**src/rtl/irq_pkg.sv**
```systemverilog
// rtl/irq_pkg.sv - shared types and register addresses for the interrupt controller
package irq_pkg;

  localparam int NUM_SRC_DEF = 4;

  typedef enum logic [1:0] {
    ST_IDLE    = 2'd0,
    ST_ASSERT  = 2'd1,
    ST_SERVICE = 2'd2,
    ST_GAP     = 2'd3
  } irq_state_t;

  localparam logic [1:0] ADDR_PENDING = 2'd0;
  localparam logic [1:0] ADDR_MASK    = 2'd1;
  localparam logic [1:0] ADDR_STATUS  = 2'd2;
  localparam logic [1:0] ADDR_SWSET   = 2'd3;

endpackage

```
**src/rtl/irq_prio_sel.sv**
```systemverilog
// rtl/irq_prio_sel.sv - picks the first eligible source searching upward from start (wrapping)
module irq_prio_sel
  import irq_pkg::*;
#(
  parameter int NUM_SRC = NUM_SRC_DEF,
  parameter int VEC_W   = $clog2(NUM_SRC)
) (
  input  logic [NUM_SRC-1:0] eligible,
  input  logic [VEC_W-1:0]   start,
  output logic               valid,
  output logic [VEC_W-1:0]   winner
);

  logic [VEC_W-1:0] idx;

  // Descending scan so the smallest offset from start is the last one written.
  // Index wrap relies on NUM_SRC being a power of two.
  always_comb begin
    valid  = 1'b0;
    winner = '0;
    idx    = '0;
    for (int i = NUM_SRC - 1; i >= 0; i--) begin
      idx = start + VEC_W'(i);
      if (eligible[idx]) begin
        valid  = 1'b1;
        winner = idx;
      end
    end
  end

endmodule

```
**src/rtl/irq_controller.sv**
```systemverilog
// rtl/irq_controller.sv - edge-detected, masked interrupt controller with ack/EOI handshake
// Define IRQ_RR_EN for round-robin arbitration; default is fixed priority (index 0 highest).
module irq_controller
  import irq_pkg::*;
#(
  parameter int NUM_SRC    = NUM_SRC_DEF,
  parameter int VEC_W      = $clog2(NUM_SRC),
  parameter int GAP_CYCLES = 2
) (
  input  logic               clk,
  input  logic               rst,
  input  logic [NUM_SRC-1:0] src_in,
  input  logic               we,
  input  logic               re,
  input  logic [1:0]         addr,
  input  logic [31:0]        wd,
  output logic [31:0]        rd,
  output logic               cpu_irq,
  output logic [VEC_W-1:0]   irq_vec,
  input  logic               cpu_ack,
  input  logic               eoi
);

  localparam logic [1:0] GAP_LOAD = 2'(GAP_CYCLES);

  irq_state_t         state, state_nxt;
  logic [NUM_SRC-1:0] src_q, pending, pending_nxt, mask;
  logic [NUM_SRC-1:0] set_bits, clr_bits;
  logic               in_service;
  logic [1:0]         gap_cnt;
  logic               latch_vec, ack_take, eoi_take;
  logic               sel_valid;
  logic [VEC_W-1:0]   sel_idx, start;
  logic [31:0]        rd_val;
  logic               unused_wd;

  assign unused_wd = ^wd[31:NUM_SRC];

`ifdef IRQ_RR_EN
  logic [VEC_W-1:0] last_ack;

  always_ff @(posedge clk or posedge rst) begin
    if (rst)           last_ack <= VEC_W'(NUM_SRC - 1);
    else if (ack_take) last_ack <= irq_vec;
  end

  assign start = last_ack + VEC_W'(1);
`else
  assign start = '0;
`endif

  irq_prio_sel #(.NUM_SRC(NUM_SRC), .VEC_W(VEC_W)) u_sel (
    .eligible (pending & mask),
    .start    (start),
    .valid    (sel_valid),
    .winner   (sel_idx)
  );

  always_comb begin
    state_nxt = state;
    latch_vec = 1'b0;
    ack_take  = 1'b0;
    eoi_take  = 1'b0;
    case (state)
      ST_IDLE:    if (sel_valid) begin state_nxt = ST_ASSERT;  latch_vec = 1'b1; end
      ST_ASSERT:  if (cpu_ack)   begin state_nxt = ST_SERVICE; ack_take  = 1'b1; end
      ST_SERVICE: if (eoi)       begin state_nxt = ST_GAP;     eoi_take  = 1'b1; end
      ST_GAP:     if (gap_cnt == 2'd0) state_nxt = ST_IDLE;
      default:    state_nxt = ST_IDLE;
    endcase
  end

  assign cpu_irq = (state == ST_ASSERT);

  // Sets are applied after clears so a new edge beats a W1C or ack clear.
  always_comb begin
    set_bits = src_in & ~src_q;
    clr_bits = '0;
    if (we && addr == ADDR_PENDING) clr_bits = wd[NUM_SRC-1:0];
    if (we && addr == ADDR_SWSET)   set_bits = set_bits | wd[NUM_SRC-1:0];
    if (ack_take)                   clr_bits[irq_vec] = 1'b1;
    pending_nxt = (pending & ~clr_bits) | set_bits;
  end

  always_comb begin
    rd_val = '0;
    case (addr)
      ADDR_PENDING: rd_val = 32'(pending);
      ADDR_MASK:    rd_val = 32'(mask);
      ADDR_STATUS:  rd_val = 32'({in_service, irq_vec, state});
      default:      rd_val = '0;
    endcase
  end

  always_ff @(posedge clk or posedge rst) begin
    if (rst) begin
      state      <= ST_IDLE;
      src_q      <= '0;
      pending    <= '0;
      mask       <= '0;
      in_service <= 1'b0;
      gap_cnt    <= 2'd0;
      irq_vec    <= '0;
      rd         <= '0;
    end else begin
      state   <= state_nxt;
      src_q   <= src_in;
      pending <= pending_nxt;
      if (we && addr == ADDR_MASK) mask <= wd[NUM_SRC-1:0];
      if (latch_vec) irq_vec <= sel_idx;
      if (ack_take)      in_service <= 1'b1;
      else if (eoi_take) in_service <= 1'b0;
      if (eoi_take)                                 gap_cnt <= GAP_LOAD;
      else if (state == ST_GAP && gap_cnt != 2'd0)  gap_cnt <= gap_cnt - 2'd1;
      if (re) rd <= rd_val;
    end
  end

endmodule
```
**config.mk**
```make
export PLATFORM = sky130hd
export DESIGN_NAME = irq_controller
export DESIGN_NICKNAME = d
export VERILOG_FILES = /design/src/rtl/irq_pkg.sv /design/src/rtl/irq_prio_sel.sv /design/src/rtl/irq_controller.sv
export SDC_FILE = /design/constraint.sdc
export NUM_CORES = 1
export LEC_CHECK = 0
export CAP_MARGIN = 5
export CORE_ASPECT_RATIO = 2
export CORE_UTILIZATION = 41
export DETAILED_ROUTE_END_ITERATION = 16
export GPL_TIMING_DRIVEN = 0
export PLACE_DENSITY = 0.93
export SETUP_SLACK_MARGIN = 0.3
export SYNTH_ARGS = -nofsm -noshare
export SYNTH_HDL_FRONTEND = slang
export SYNTH_SLANG_ARGS = --single-unit
```
**constraint.sdc**
```tcl
create_clock -name clk -period 3.6 [get_ports clk]
set_input_delay 1.08 -clock clk [delete_from_list [all_inputs] [get_ports clk]]
set_output_delay 1.08 -clock clk [all_outputs]
set_load 0.02 [all_outputs]
```
==> results_dict.tcl <==
set metrics [dict create \
    drc 0 \
    setup_violations 0 \
    post_cts_buffers 0 \
    finalCritPeriodShare 0.778 \
    grt_use_total 0.161 \
    rrSetupSlack_ns 1.86 \
    synth_edf_count 0 \
    portBuffers 21 \
    status "finished, final reports clean" \
    cts_buffer_depth 2 \
    synth_warnings 0 \
    antenna_cells 0 \
    grt_antenna_before_repair 0 \
    holdWs_ns 0.515 \
    final_cell_area_um2 1820 \
    slew_violations 0 \
    path_buf_inv 2 \
    ff2ff_path_depth 6 \
    gr-total-overflow 0 \
    die_height_um 84.6 \
    path_max_fanout 5 \
    cts_resized 0 \
    totalWireLength_mm 2.73 \
    synth.area.top_cells "dfrtp_1 43%, buf_4 14%, a21oi_1 5.0%" \
    cts_buffers 3 \
    clkTransAtPathRegs_ns 0.09 \
    relSlewSlack 0.395 \
    cpPeakStageDelay_ns 0.64 \
    tritoncts "built" \
    postRouteAntennaNets 0 \
    grt_start_max_net_pins 25 \
    path_cells "inv_1, ha_1, clkdlybuf4s50_1" \
    final_hold_viol_count 0 \
    dp_hpwl_mm 2.12 \
    critPathRequiredTime_ns 2.52 \
    initial_core_util 0.438 \
    synth_cell_type_count 31 \
    clock_sink_count 24 \
    cts_hold_buffers 0 \
    peakVddDrop_mv 0.350 \
    die_w_um 43.3 \
    min_from "in_service" \
    syn_inst 138 \
    wl_per_cell_um 12.4 \
    path_class "reg2out" \
    ys_ff_latch 24 \
    drt_pass1_iterations 4 \
    yosysSeqAreaShare 0.429 \
    tightest_slew_ns 0.906 \
    synth_flop_cell "dfrtp_1" \
    insertion_delay_ns 0.27 \
    maxCapViolCount 0 \
    yosysTopAreaCell "dfrtp_1" \
    fmaxAchievable_mhz 357 \
    area.growth.synth_to_final_pct 29.9 \
    rows 29 \
    fin_crit_ns 2.80 \
    cp_slowest_cell "clkdlybuf4s50_1" \
    setup_tns_ns 0 \
    drive_gt1_frac 0.222 \
    reg2reg_to "state[1]" \
    first_iter_violations 34 \
    power_density_nw_per_um2 619 \
    cp.arrival_ns 1.72 \
    r2r_start "state[1]" \
    nNetsFinal 239 \
    grt_pass1_wl_mm 4.51 \
    avgSynthCellArea_um2 10.1 \
    async_reset_ff_frac 1.00 \
    gp_congestion 0.814 \
    finalPower_uw 1120 \
    syn-cell-area_um2 1400 \
    cp_top_family "buffers and inverters" \
    post-route-util 0.569 \
    die_area_um2 3660 \
    vias 1082 \
    viasPerCell 4.92 \
    hold_end "in_service" \
    worstHoldPathCells 2 \
    rsz0062_at_grt "no" \
    clock_skew_ns 0.00156 \
    cts_root_buffer "clkbuf_8" \
    io_pins 79 \
    synth_top_area_frac 0.429 \
    grt_pass1_vias 1025 \
    cp-start-kind "flop" \
    hold_class "reg2reg" \
    h-tree-depth 1 \
    cp-end-kind "output port" \
    core_area_um2 3190 \
    leakage_uw 0.000915 \
    postPlaceCellArea_um2 1750 \
]
-- area by class of cell --
type	count	area [µm²]
fill	273	1380
multi-input combinational	99	633
sequential	24	601
buffer	29	218
timing repair buffer	21	210
inverter	12	45.0
clock buffer	3	41.3
tap	31	38.8
clock inverter	1	30.0
-- worst max-delay path by stage --
stage,startpoint,endpoint,cells past startpoint,slack (ns)
3_3_place_gp,addr[0],pending[2],4,1.06
4_1_cts,state[1],cpu_irq,3,0.81
2_1_floorplan,addr[1],mask[0],4,1.61
5_1_grt,state[1],cpu_irq,3,0.76
3_5_place_dp,addr[0],pending[2],4,1.04
6_report,state[1],cpu_irq,3,0.80
-- layout by cell type, fill, tap and decap left out --
master / n
ha_1: 5
nand4b_1: 1
a311oi_2: 1
nand3_1: 1
and3_1: 1
dfrtp_1: 24
nor2b_1: 3
mux2_2: 1
nand2_1: 6
o21ai_1: 2
a22oi_1: 4
nor2_1: 9
a21oi_1: 14
xnor2_1: 1
conb_1: 27
nand2b_2: 1
buf_6: 1
clkdlybuf4s50_1: 21
o32a_1: 1
and2b_2: 1
mux2i_1: 4
a221o_1: 4
clkbuf_8: 3
nand2_2: 1
bufinv_16: 1
o21ai_0: 3
buf_4: 27
o211ai_1: 1
mux2_1: 1
clkbuf_1: 1
mux2_4: 4
nor3b_2: 1
inv_1: 12
a32oi_1: 1
-- cell families (layout without fill, tap and decap cells) --
kind of cell | Yosys count | after routing | synth area share
simple gates | 25 | 25 | 0.0939
flops | 24 | 24 | 0.429
mux | 10 | 10 | 0.0877
buf+inv | 41 | 66 | 0.188
fa+ha+maj | 5 | 5 | 0.0447
other cells | 1 | 27 | 0.00268
xor+xnor | 1 | 1 | 0.00626
compound gates | 31 | 31 | 0.148
-- flip-flops by register name, summed over array words and instances (netlist names) --
signal      flops
rd              5
mask            4
pending         4
src_q           4
gap_cnt         2
irq_vec         2
state           2
in_service      1
-- where the power goes --
part	switching, µW	leakage [µW]	internal, µW
sequential	75.5	0.000276	345
clock	90.9	0.0000357	149
combinational	236	0.000603	227
-- stage by stage --
step	setup slack (ns)	std cells
2_1_floorplan	1.61	164
3_3_place_gp	1.06	216
4_1_cts	0.809	220
6_report	0.799	220
5_1_grt	0.755	220
3_5_place_dp	1.04	216
-- Yosys cell counts, types with 2 or more instances --
cell type,count
o21ai_1,2
mux2i_1,4
nand2_1,6
dfrtp_1,24
ha_1,5
a22oi_1,4
nor2b_1,3
o21ai_0,3
a221o_1,4
inv_1,12
buf_4,27
a21oi_1,14
mux2_4,4
nor2_1,9
-- tightest hold or removal path: cells and delay by family (launching register included) --
| family | cells | cell delay [ns] |
|---|---|---|
| simple gates | 2 | 0.12 |
| flops | 1 | 0.37 |
-- metal layers --
layer | share of wire | vias up | global-route usage | routed length (µm)
li1 | - | 518 | - | -
met1 | 0.34 | 488 | 0.166 | 941
met2 | 0.55 | 69 | 0.290 | 1510
met3 | 0.073 | 7 | 0.0280 | 198
met4 | 0.027 | 0 | 0.0882 | 74
met5 | 0 | - | 0 | 0
No activity file was read; power rests on OpenSTA's default activity.
